===== src/rtl/store_drain.sv =====
// Store-queue drain: retires ROB-committed stores from the queue head to the
// data-memory write port in program order, popping each entry once its write is acked.
module store_drain #(
   parameter int ADDR_W = 32,
   parameter int DATA_W = 32,
   parameter int CNT_W  = 4
) (
   input  logic                clk,
   input  logic                rst_n,
   input  logic                sq_empty,
   input  logic [ADDR_W-1:0]   sq_addr,
   input  logic [DATA_W-1:0]   sq_wdata,
   input  logic [DATA_W/8-1:0] sq_wmask,
   output logic                sq_dequeue,
   input  logic                commit_store,
   output logic [ADDR_W-1:0]   dmem_addr,
   output logic [DATA_W/8-1:0] dmem_wmask,
   output logic [DATA_W-1:0]   dmem_wdata,
   input  logic                dmem_resp,
   output logic [CNT_W-1:0]    committed_cnt,
   output logic                drain_busy,
   output logic                cnt_overflow
);

   localparam int MASK_W = DATA_W / 8;
   localparam logic [CNT_W-1:0]  CNT_MAX    = {CNT_W{1'b1}};
   localparam logic [ADDR_W-1:0] WORD_ALIGN = {{(ADDR_W-2){1'b1}}, 2'b00};

   typedef enum logic [1:0] {
      IDLE,
      REQ,
      DONE
   } state_t;

   state_t state;
   state_t next_state;

   logic [ADDR_W-1:0] addr_q;
   logic [DATA_W-1:0] wdata_q;
   logic [MASK_W-1:0] wmask_q;
   logic [CNT_W-1:0]  cnt_q;
   logic              ovf_q;
   logic              latch_en;

   // A head entry may only be taken once the ROB has committed at least one store.
   assign latch_en = (state == IDLE) && (cnt_q != '0) && !sq_empty;

   always_ff @(posedge clk or negedge rst_n) begin
      if (!rst_n) begin
         state <= IDLE;
      end else begin
         state <= next_state;
      end
   end

   always_comb begin
      next_state = state;
      case (state)
         IDLE: begin
            if (latch_en) begin
               next_state = (sq_wmask != '0) ? REQ : DONE;
            end
         end
         REQ: begin
            if (dmem_resp) begin
               next_state = DONE;
            end
         end
         DONE:    next_state = IDLE;
         default: next_state = IDLE;
      endcase
   end

   // Latched copy keeps the request stable even if the queue head moves.
   always_ff @(posedge clk or negedge rst_n) begin
      if (!rst_n) begin
         addr_q  <= '0;
         wdata_q <= '0;
         wmask_q <= '0;
      end else if (latch_en) begin
         addr_q  <= sq_addr;
         wdata_q <= sq_wdata;
         wmask_q <= sq_wmask;
      end
   end

   always_ff @(posedge clk or negedge rst_n) begin
      if (!rst_n) begin
         cnt_q <= '0;
         ovf_q <= 1'b0;
      end else begin
         case ({commit_store, state == DONE})
            2'b10: begin
               if (cnt_q == CNT_MAX) begin
                  ovf_q <= 1'b1;
               end else begin
                  cnt_q <= cnt_q + 1'b1;
               end
            end
            2'b01: begin
               if (cnt_q != '0) begin
                  cnt_q <= cnt_q - 1'b1;
               end
            end
            default: cnt_q <= cnt_q;
         endcase
      end
   end

   always_comb begin
      dmem_addr  = '0;
      dmem_wmask = '0;
      dmem_wdata = '0;
      sq_dequeue = 1'b0;
      case (state)
         REQ: begin
            dmem_addr  = addr_q & WORD_ALIGN;
            dmem_wmask = wmask_q;
            dmem_wdata = wdata_q;
         end
         DONE:    sq_dequeue = 1'b1;
         default: sq_dequeue = 1'b0;
      endcase
   end

   assign drain_busy    = (state != IDLE);
   assign committed_cnt = cnt_q;
   assign cnt_overflow  = ovf_q;

endmodule


===== config.mk =====
export PLATFORM = sky130hd
export DESIGN_NAME = store_drain
export DESIGN_NICKNAME = d
export VERILOG_FILES = /design/src/rtl/store_drain.sv
export SDC_FILE = /design/constraint.sdc
export NUM_CORES = 1
export LEC_CHECK = 0
export CORE_ASPECT_RATIO = 0.8
export CORE_MARGIN = 8
export CORE_UTILIZATION = 39
export DETAILED_ROUTE_END_ITERATION = 8
export PLACE_DENSITY = 0.77
export SLEW_MARGIN = 0
export SYNTH_ARGS = -nofsm -noshare
export SYNTH_HDL_FRONTEND = slang
export SYNTH_SLANG_ARGS = --single-unit

===== constraint.sdc =====
create_clock -name clk -period 2.1 [get_ports clk]
set_input_delay 0.42 -clock clk [delete_from_list [all_inputs] [get_ports clk]]
set_output_delay 0.42 -clock clk [all_outputs]
set_load 0.005 [all_outputs]

==> Yosys cells after proc, flatten, opt, wreduce, memory -nomap -nowiden <==
Index checks and enable logic that the tools add are counted.
{ "word_totals": {"regBits": 75, "elab_cells": 39, "output_inout_bits": 75} }
{ "classes": {"n_reduce_logical": 11, "n_mux": 11, "n_eq_ne": 9, "addsub": 2} }
{ "op_table": {"columns": ["op", "n"], "rows": [
  ["32-bit two-way mux", 2],
  ["4-bit two-way mux", 3],
  ["2-bit != test (second input constant)", 4],
  ["4-bit one-hot mux with 2 select lines", 1],
  ["4-bit nonzero test", 2],
  ["2-bit two-way mux", 3],
  ["4-bit by 1-bit adder with 4-bit output (second input constant)", 1],
  ["2-bit by 1-bit equality test with 1-bit output (second input constant)", 2],
  ["2-bit equality test (second input constant)", 2],
  ["4-bit equality test (second input constant)", 1],
  ["2-bit one-hot mux with 2 select lines", 1],
  ["2-bit AND reduction", 2],
  ["2-bit nonzero test", 2],
  ["4-bit by 1-bit subtractor with 4-bit output (second input constant)", 1],
  ["3-bit AND reduction", 1],
  ["1-bit logical AND", 2],
  ["2-bit zero test", 1],
  ["1-bit zero test", 1],
  ["1-bit two-way mux", 1]
]} }

==> Logic depth before layout (Yosys ltp) <==
Gate-level depths: netlist of run 1.
{ "logic_depth": {"ltp_word": 5, "depth_mapped": 9, "depth_no_buf": 8} }

==> Worst setup path after synthesis of run 1 <==
Ideal clock, no wire load.
{ "synth_timing": {"path_type": "flip-flop to flip-flop", "start": "register state[0]", "end": "register cnt_q[2] (netlist: committed_cnt[2])", "arrival_ps": 1934, "path_slack_ps": 30, "required_ps": 1963, "path_stages_with_launch": 9, "path_buffers": 1, "period_less_slack_ps": 2070, "cell_sequence": "dfrtp_1 -> nand2b_1 -> clkbuf_1 -> nor2_1 -> xor2_1 -> ha_1 -> or4b_1 -> a211oi_1 -> a31oi_1"} }
{ "synth_via": {"elab_chain_len": 4, "word_cells_on_any_way": 8, "classes_between": "eq/ne (5); mux (1); reduce/logical (2)"} }
{ "synth_lines": {"columns": ["element", "line_no", "rtl"], "rows": [
  ["start: declaration", "35", "state_t state;"],
  ["start signal: assignment", "52", "state <= next_state;"],
  ["2-bit equality test *", "92", "case ({commit_store, state == DONE})"],
  ["2-bit equality test / 2-bit by 1-bit equality test with 1-bit output (equally long branches)", "92", null],
  ["2-bit != test (no line) / 2-bit nonzero test (equally long branches)", null, null],
  ["3-bit AND reduction (no line)", null, null],
  ["end signal: assignment", "97", "cnt_q <= cnt_q + 1'b1;"],
  ["end signal: assignment", "102", "cnt_q <= cnt_q - 1'b1;"],
  ["end signal: assignment", "105", "default: cnt_q <= cnt_q;"],
  ["end: declaration", "41", "logic [CNT_W-1:0] cnt_q;"]
]} }
Every way passes the cells marked *; elsewhere a longest branch is shown, timed or not.
A chain may end at the register's enable or synchronous reset.

==> Worst setup path in the final report of run 1 <==
{ "layout_timing": {"start": "register state[1]", "end": "output port dmem_wmask[3]"} }
{ "layout_via": {"elab_chain_len": 2} }
{ "layout_lines": {"columns": ["element", "line_no", "rtl"], "rows": [
  ["2-bit by 1-bit equality test with 1-bit output", "115", "case (state)"],
  ["4-bit two-way mux", "115", null],
  ["end: declaration", "17", "output logic [DATA_W/8-1:0] dmem_wmask,"]
]} }
No other way between the ends.

==> results by group, run 1 <==
Outcome
  – Outcome: finished, final reports clean

Floorplan
  – Vert. Die Dim: 100.8 um
  – Die width: 122.0 um
  – Starting Density: 39.48%
  – Core ar.: 8882 um^2
  – Rows: 31
  – Die area: 12300 um^2
  – IO Pins: 148

Worst setup path
  – Capturing point of the worst reg2reg path: committed_cnt[2]
  – Worst reg2reg setup slack: 120 ps
  – Worst setup EP type: output pin
  – CP max stage cell: dfrtp_2
  – CP Class: flop to output pin
  – Worst R2R Start: state[1]
  – WP data required: 1680 ps
  – R2r worst-path depth: 9
  – WP buf/inv: 3
  – CP Cell Sequence: nor2b_4, buf_12, buf_12, and2_1, dlygate4sd2_1
  – Cell family with most CP delay: buffers and inverters
  – Critical Path AT: 1590 ps
  – Setup crit start kind: flop
  – Most used cell, CP: buf_12
  – CP Max Fanout: 34
  – Slowest stage delay, CP: 430 ps

Power and ir drop
  – Net Sw Frac: 29.48%
  – P per Cell Area: 1350 nW/um^2
  – Reg power frac: 34.6%
  – Tot Pwr: 7.361 mW
  – Comb pwr share: 48.9%
  – Clock power share: 16.5%
  – Leakage power: 2.757 nW
  – Net Sw Power: 2.170 mW
  – Internal: 5.191 mW
  – Max IR drop VDD: 0.6246 mV

Placed design
  – Port Buf Inserts: 143
  – Routability cong.: 0.6933
  – HPWL after DPL: 6622 um

Layout
  – Layout cell share with drive strength beyond 1: 26.60%
  – Syn-to-layout area delta: 55.48%
  – Fin util: 61.39%
  – # diodes: 0
  – Nets: 490

Timing
  – Worst Tran Pin Value: 549.7 ps
  – Worst setup skew after layout: 8.667 ps
  – Slew HR: 63.35%
  – Hold Vio Cnt, Final: 0
  – Fmax achieved: 497.4 MHz
  – Final min period: 2010 ps
  – Slew Viols, Final: 0
  – Final Cycle Share: 95.73%
  – Final setup fails: 0

Yosys
  – Simple-gate area share of the yosys netlist: 15.80%
  – Post-synthesis mux area share: 25.79%
  – Number of synthesized flops with an enable pin: 0
  – Synth area leaders: dfrtp_1 52%, mux2_4 17%, and2_1 12%
  – Top cell type's share of synthesized area: 52.09%
  – Ys Warns: 0
  – Post-Synth XOR/XNOR Area: 0.7492%
  – Synthesized area: 3507 um^2
  – Count leader, synth: dfrtp_1
  – Post-synthesis register bit count: 73
  – Synth Area in Compound Gates: 1.570%
  – Cell taking the most area after synthesis: dfrtp_1
  – Primary FF master, synth: dfrtp_1
  – Distinct cells, synth: 33
  – Largest family of logic cells by synthesized area: multiplexers
  – Synthesized instance count: 259
  – Commonest cells in the netlist: 73 x dfrtp_1, 66 x and2_1, 40 x mux2_4
  – Sequential area share after synthesis: 52.09%
  – Post-synthesis async set-or-reset flop share: 100.0%
  – Mean Syn Cell Area: 13.54 um^2
  – Fraction of the mapped netlist area in adder cells: 0.3568%

Clocking
  – Root buf cell: clkbuf_8
  – Latest clock arrival within the worst-skew pair: 340 ps
  – Hold buffers post-CTS: 0
  – Clock transition at the registers of the reported paths: 80 ps
  – H-tree Lvls: 3
  – CTS Sinks: 73
  – Max clock buf depth: 2
  – TritonCTS clock tree: yes
  – CTS buffer count: 9

GRT
  – Number of global-route vias before repair: 2839
  – Global-route usage over all layers: 14.93%
  – First-pass GRT wire length: 14430 um
  – Initial antenna violation count: 0
  – Largest net degree at the start of global routing: 44
  – Overflow after GRT: 0

Routing
  – Routed wire length: 8927 um
  – Routed WL per cell: 16.65 um
  – First DRT Iteration DRCs: 99
  – Drt via density: 4.666
  – DR DRC count: 0
  – Antenna-violating nets left: 0
  – DR vias: 2501
  – Drt first pass iters: 5

Min path
  – Worst hold path class: primary input to asynchronous set/reset pin

Flow run
  – Max cap viols: 0
layer usage:
metal	routed length, um	global-route usage (%)	up-vias
met5	0	0	-
met4	78	3.974	0
li1	-	-	1176
met2	4325	24.50	86
met3	877	7.111	8
met1	3645	17.03	1231
worst max path at each step:
stage                 start          endpoint  slack (ps)  cells after the start
2_1_floorplan      state[0]  committed_cnt[2]          30                      8
3_3_place_gp   commit_store  committed_cnt[2]        -160                      8
3_5_place_dp   commit_store  committed_cnt[2]        -180                      8
4_1_cts            state[1]     dmem_wdata[9]        -160                      5
5_1_grt            state[1]  committed_cnt[2]          -4                      9
6_report           state[1]     dmem_wmask[3]          90                      5
state kept, by name, summed over array words and instances, names as in the netlist:
register	flops
wmask_q	4
wdata_q	32
state	2
committed_cnt	4
cnt_overflow	1
addr_q	30
placed cells by master (no fill, tap or decap), drive strengths merged, types with 2 or more instances in the layout:
| cell type | count |
|---|---|
| a21oi | 2 |
| and2 | 66 |
| buf | 22 |
| bufinv | 2 |
| clkbuf | 12 |
| clkdlybuf4s50 | 74 |
| conb | 2 |
| dfrtp | 73 |
| dlygate4sd2 | 54 |
| dlymetal6s2s | 14 |
| mux2 | 67 |
| nand2 | 2 |
| nand2b | 3 |
| nor2 | 4 |
| nor3 | 2 |
| nor4 | 3 |
| xor2 | 3 |
metrics by stage:
| stage | hold WS, ps | setup WS (ps) | instance area (um^2) | cells | setup TNS [ps] |
|---|---|---|---|---|---|
| floorplan | 124.4 | 29.55 | 3511 | 260 | 0 |
| global route | 97.43 | -3.663 | 5453 | 536 | -3.663 |
| global placement | 450.1 | -160.6 | 5174 | 516 | -160.6 |
| CTS | 66.47 | -156.8 | 5395 | 536 | -1948 |
| finish | 64.05 | 89.64 | 5453 | 536 | 0 |
| detailed placement | 449.7 | -182.0 | 5174 | 516 | -182.0 |
timing repair:
| action | 4_1_cts | 5_1_grt |
|---|---|---|
| gates cloned | 1 | 0 |
| buffers inserted | 3 | 0 |
| gates resized for setup | 57 | 19 |
| setup endpoints to repair | 66 | 15 |
power groups by stage:
| stage | sequential, mW | clock [mW] | combinational, mW |
|---|---|---|---|
| floorplan | 2.43 | 0 | 2.07 |
| global placement | 2.51 | 0 | 3.76 |
| detailed placement | 2.56 | 0 | 3.83 |
| CTS | 2.55 | 1.26 | 3.70 |
| global route | 2.64 | 1.31 | 3.92 |
| finish | 2.55 | 1.21 | 3.60 |
layout make-up:
class,count,area (um^2)
clock buffers,12,145.1
clock inverters,4,76.32
fillers,736,3430
inverters,1,3.754
multi-input cells,167,1590
flip-flops and latches,73,1828
well taps,115,143.9
repair buffers,164,1665
logic make-up after synthesis:
logic type / Yosys count
simple gates: 86
flops: 73
mux: 67
buf+inv: 20
compound gates: 8
xor+xnor: 3
fa+ha+maj: 1
other cells: 1
Power figures use the tool's default switching activity.
==> run 2, diff against run 1 <==
Settings changed: CORE_ASPECT_RATIO 0.8 to 0.6, CTS_BUF_LIST set to sky130_fd_sc_hd__clkbuf_4 sky130_fd_sc_hd__clkbuf_8 sky130_fd_sc_hd__clkbuf_16.
==> run 2 against run 1 <==
Worst setup slack got worse by 76 ps. Largest cell class unchanged. Sequential share of layout area down 0.36 points. Non-clock buffer count grew 4. Die area rose by 0.66%. Wire length up 8.0%. Critical path depth is 1 higher. Total power up 5.1%. Final cell count increased by 0.19%. Combinational power increased by 4%. Utilization increased by 2.5 points. Sequential power is essentially flat. Maximum frequency decreased by 3.6%.
==> results by group, run 2 (synthesis gave the netlist of run 1 again) <==
Timing
  – RSZ-0062 raised after global routing: yes
  – Worst Tran Pin Value: 506.9 ps (was 549.7 ps)
  – Final min period: 2086 ps (was 2010 ps)
  – Slew Viols, Final: 0 (unchanged)
  – Worst setup skew after layout: 5.807 ps (was 8.667 ps)
  – Final setup fails: 0 (unchanged)
  – Slew HR: 66.21% (was 63.35%)
  – Fmax achieved: 479.4 MHz (was 497.4 MHz)
  – Hold_ws: 59.87 ps (was 64.05 ps)
  – Hold Vio Cnt, Final: 0 (unchanged)
  – Final Cycle Share: 99.34% (was 95.73%)

Routing
  – First DRT Iteration DRCs: 61 (was 99)
  – DR DRC count: 0 (unchanged)
  – Routed wire length: 9644 um (was 8927 um)
  – Drt via density: 4.646 (was 4.666)
  – Drt first pass iters: 4 (was 5)
  – DR vias: 2495 (was 2501)
  – Antenna-violating nets left: 0 (unchanged)
  – Routed WL per cell: 17.96 um (was 16.65 um)

Power and ir drop
  – Internal: 5.438 mW (was 5.191 mW)
  – Net Sw Frac: 29.72% (was 29.48%)
  – Net Sw Power: 2.299 mW (was 2.170 mW)
  – Clock power share: 18.8% (was 16.5%)
  – Comb pwr share: 48.2% (was 48.9%)
  – Max IR drop VDD: 0.5664 mV (was 0.6246 mV)
  – Tot Pwr: 7.737 mW (was 7.361 mW)
  – P per Cell Area: 1404 nW/um^2 (was 1350 nW/um^2)
  – Reg power frac: 33.0% (was 34.6%)
  – Leakage power: 2.697 nW (was 2.757 nW)

Layout
  – Layout cell share with drive strength beyond 1: 31.06% (was 26.60%)
  – Nets: 494 (was 490)
  – Syn-to-layout area delta: 57.15% (was 55.48%)
  – Top Registers: wdata_q (32), addr_q (30) (unchanged)
  – Most common cell after layout, fill and taps aside: clkdlybuf4s50_1 (unchanged)
  – Commonest non-fill, non-tap cells in the layout: 74 x clkdlybuf4s50_1, 72 x dfrtp_1, 66 x and2_1 (unchanged)
  – Fin cells: 537 (was 536)
  – Largest register FFs: 32 (unchanged)
  – # diodes: 0 (unchanged)
  – Top reg by flops: wdata_q (unchanged)

Outcome
  – Outcome: finished, final reports clean (unchanged)

Worst setup path
  – CP Max Fanout: 33 (was 34)
  – CP max stage cell: dfrtp_1 (was dfrtp_2)
  – Worst reg2reg setup slack: 80 ps (was 120 ps)
  – CP Cell Sequence: nor2b_4, buf_4, buf_12, buf_12, and2_1, dlygate4sd2_1 (was nor2b_4, buf_12, buf_12, and2_1, dlygate4sd2_1)
  – CP Class: flop to output pin (unchanged)
  – Most used cell, CP: buf_12 (unchanged)
  – WP data required: 1680 ps (about the same)
  – R2r worst-path depth: 9 (unchanged)
  – Critical Path AT: 1670 ps (was 1590 ps)
  – Worst setup EP type: output pin (unchanged)
  – Slowest stage delay, CP: 380 ps (was 430 ps)
  – Setup crit start kind: flop (unchanged)

Clocking
  – CTS buffer count: 9 (unchanged)
  – Hold buffers post-CTS: 0 (unchanged)
  – TritonCTS clock tree: yes (unchanged)
  – Latest clock arrival within the worst-skew pair: 330 ps (was 340 ps)
  – CTS Sinks: 73 (unchanged)
  – Root buf cell: clkbuf_16 (was clkbuf_8)
  – Clock transition at the registers of the reported paths: 60 ps (was 80 ps)
  – Max clock buf depth: 2 (unchanged)
  – H-tree Lvls: 3 (unchanged)

Floorplan
  – Rows: 26 (was 31)
  – Vert. Die Dim: 89.46 um (was 100.8 um)
  – Die area: 12380 um^2 (was 12300 um^2)
  – IO Pins: 148 (unchanged)
  – Starting Density: 40.68% (was 39.48%)
  – Core ar.: 8621 um^2 (was 8882 um^2)
  – Die width: 138.4 um (was 122.0 um)

Placed design
  – Port Buf Inserts: 143 (unchanged)
  – Routability cong.: 0.7006 (was 0.6933)
  – Inst Count DP: 509 (was 516)
  – HPWL after DPL: 6729 um (was 6622 um)

GRT
  – Initial antenna violation count: 0 (unchanged)
  – First-pass GRT wire length: 15420 um (was 14430 um)
  – Overflow after GRT: 0 (unchanged)
  – Global-route usage over all layers: 15.91% (was 14.93%)
  – Number of global-route vias before repair: 2781 (was 2839)
  – Largest net degree at the start of global routing: 38 (was 44)

Min path
  – Worst hold path class: primary input to asynchronous set/reset pin (unchanged)

Flow run
  – Max cap viols: 0 (unchanged)
## run 2: cell count changes in the layout (fill, tap and decap cells not counted), sizes merged, moves of 2 or more
cell | before | now
clkinv | 1 | 3
buf | 22 | 25
bufinv | 2 | 0
clkdlybuf4s15 | 0 | 22
clkbuf | 12 | 28
dlygate4sd2 | 54 | 19
## run 2: what timing repair did
| action | 4_1_cts | 5_1_grt |
|---|---|---|
| gates cloned | 1 | 1 |
| setup endpoints to repair | 66 | 17 |
| resized for setup | 56 | 69 |
| pin swaps | 0 | 1 |
| buffers inserted | 4 | 7 |
## run 2: area by class of cell
cell class / count / area [um^2]
Timing Repair Buffer: 168 / 1673
Clock buffer: 13 / 267.8
Clock inverter: 3 / 15.01
Sequential cell: 73 / 1828
Inverter: 1 / 3.754
Fill cell: 664 / 3109
Tap cell: 112 / 140.1
Multi-Input combinational cell: 167 / 1584
## run 2: path summary, 6_finish.rpt
| path | from | end |
|---|---|---|
| max | state[0] | dmem_addr[20] |
| min | rst_n | cnt_overflow |
| max reg2reg | state[0] | committed_cnt[2] |
| min reg2reg | cnt_overflow | cnt_overflow |
| max in group asynchronous | rst_n | wdata_q[23] |
| min in group clk | cnt_overflow | cnt_overflow |
## run 2: per-layer routing
layer	track usage (%)	share of wire (%)	up-vias
li1	-	-	1191
met1	18.51	45	1206
met2	24.93	44	88
met3	8.700	11	10
met4	4.902	0.90	0
met5	0	0	-
## run 2: critical path, delay by kind of cell, from the launching register on
kind | cells | cell delay [ps]
flip-flops | 1 | 380
AND/OR/NAND/NOR | 2 | 290
buffers and inverters | 4 | 660
## run 2: stage by stage
stage	setup WS, ps	utilization, %	cell area [um^2]	TNS (ps)
final	13.96	63.93	5512	0
after global routing	-65.87	63.93	5512	-1134
after floorplan	29.55	-	3511	0
after detailed placement	-182.3	59.62	5140	-182.3
after global placement	-157.2	59.62	5140	-157.2
after CTS	-135.0	63.00	5431	-1807
## run 2: power groups by stage
stage,combinational (mW),clock (mW),sequential [mW]
after floorplan,2.07,0,2.43
final,3.73,1.45,2.55
after global placement,3.72,0,2.52
after detailed placement,3.79,0,2.57
after CTS,3.70,1.49,2.56
after global routing,4.05,1.55,2.66
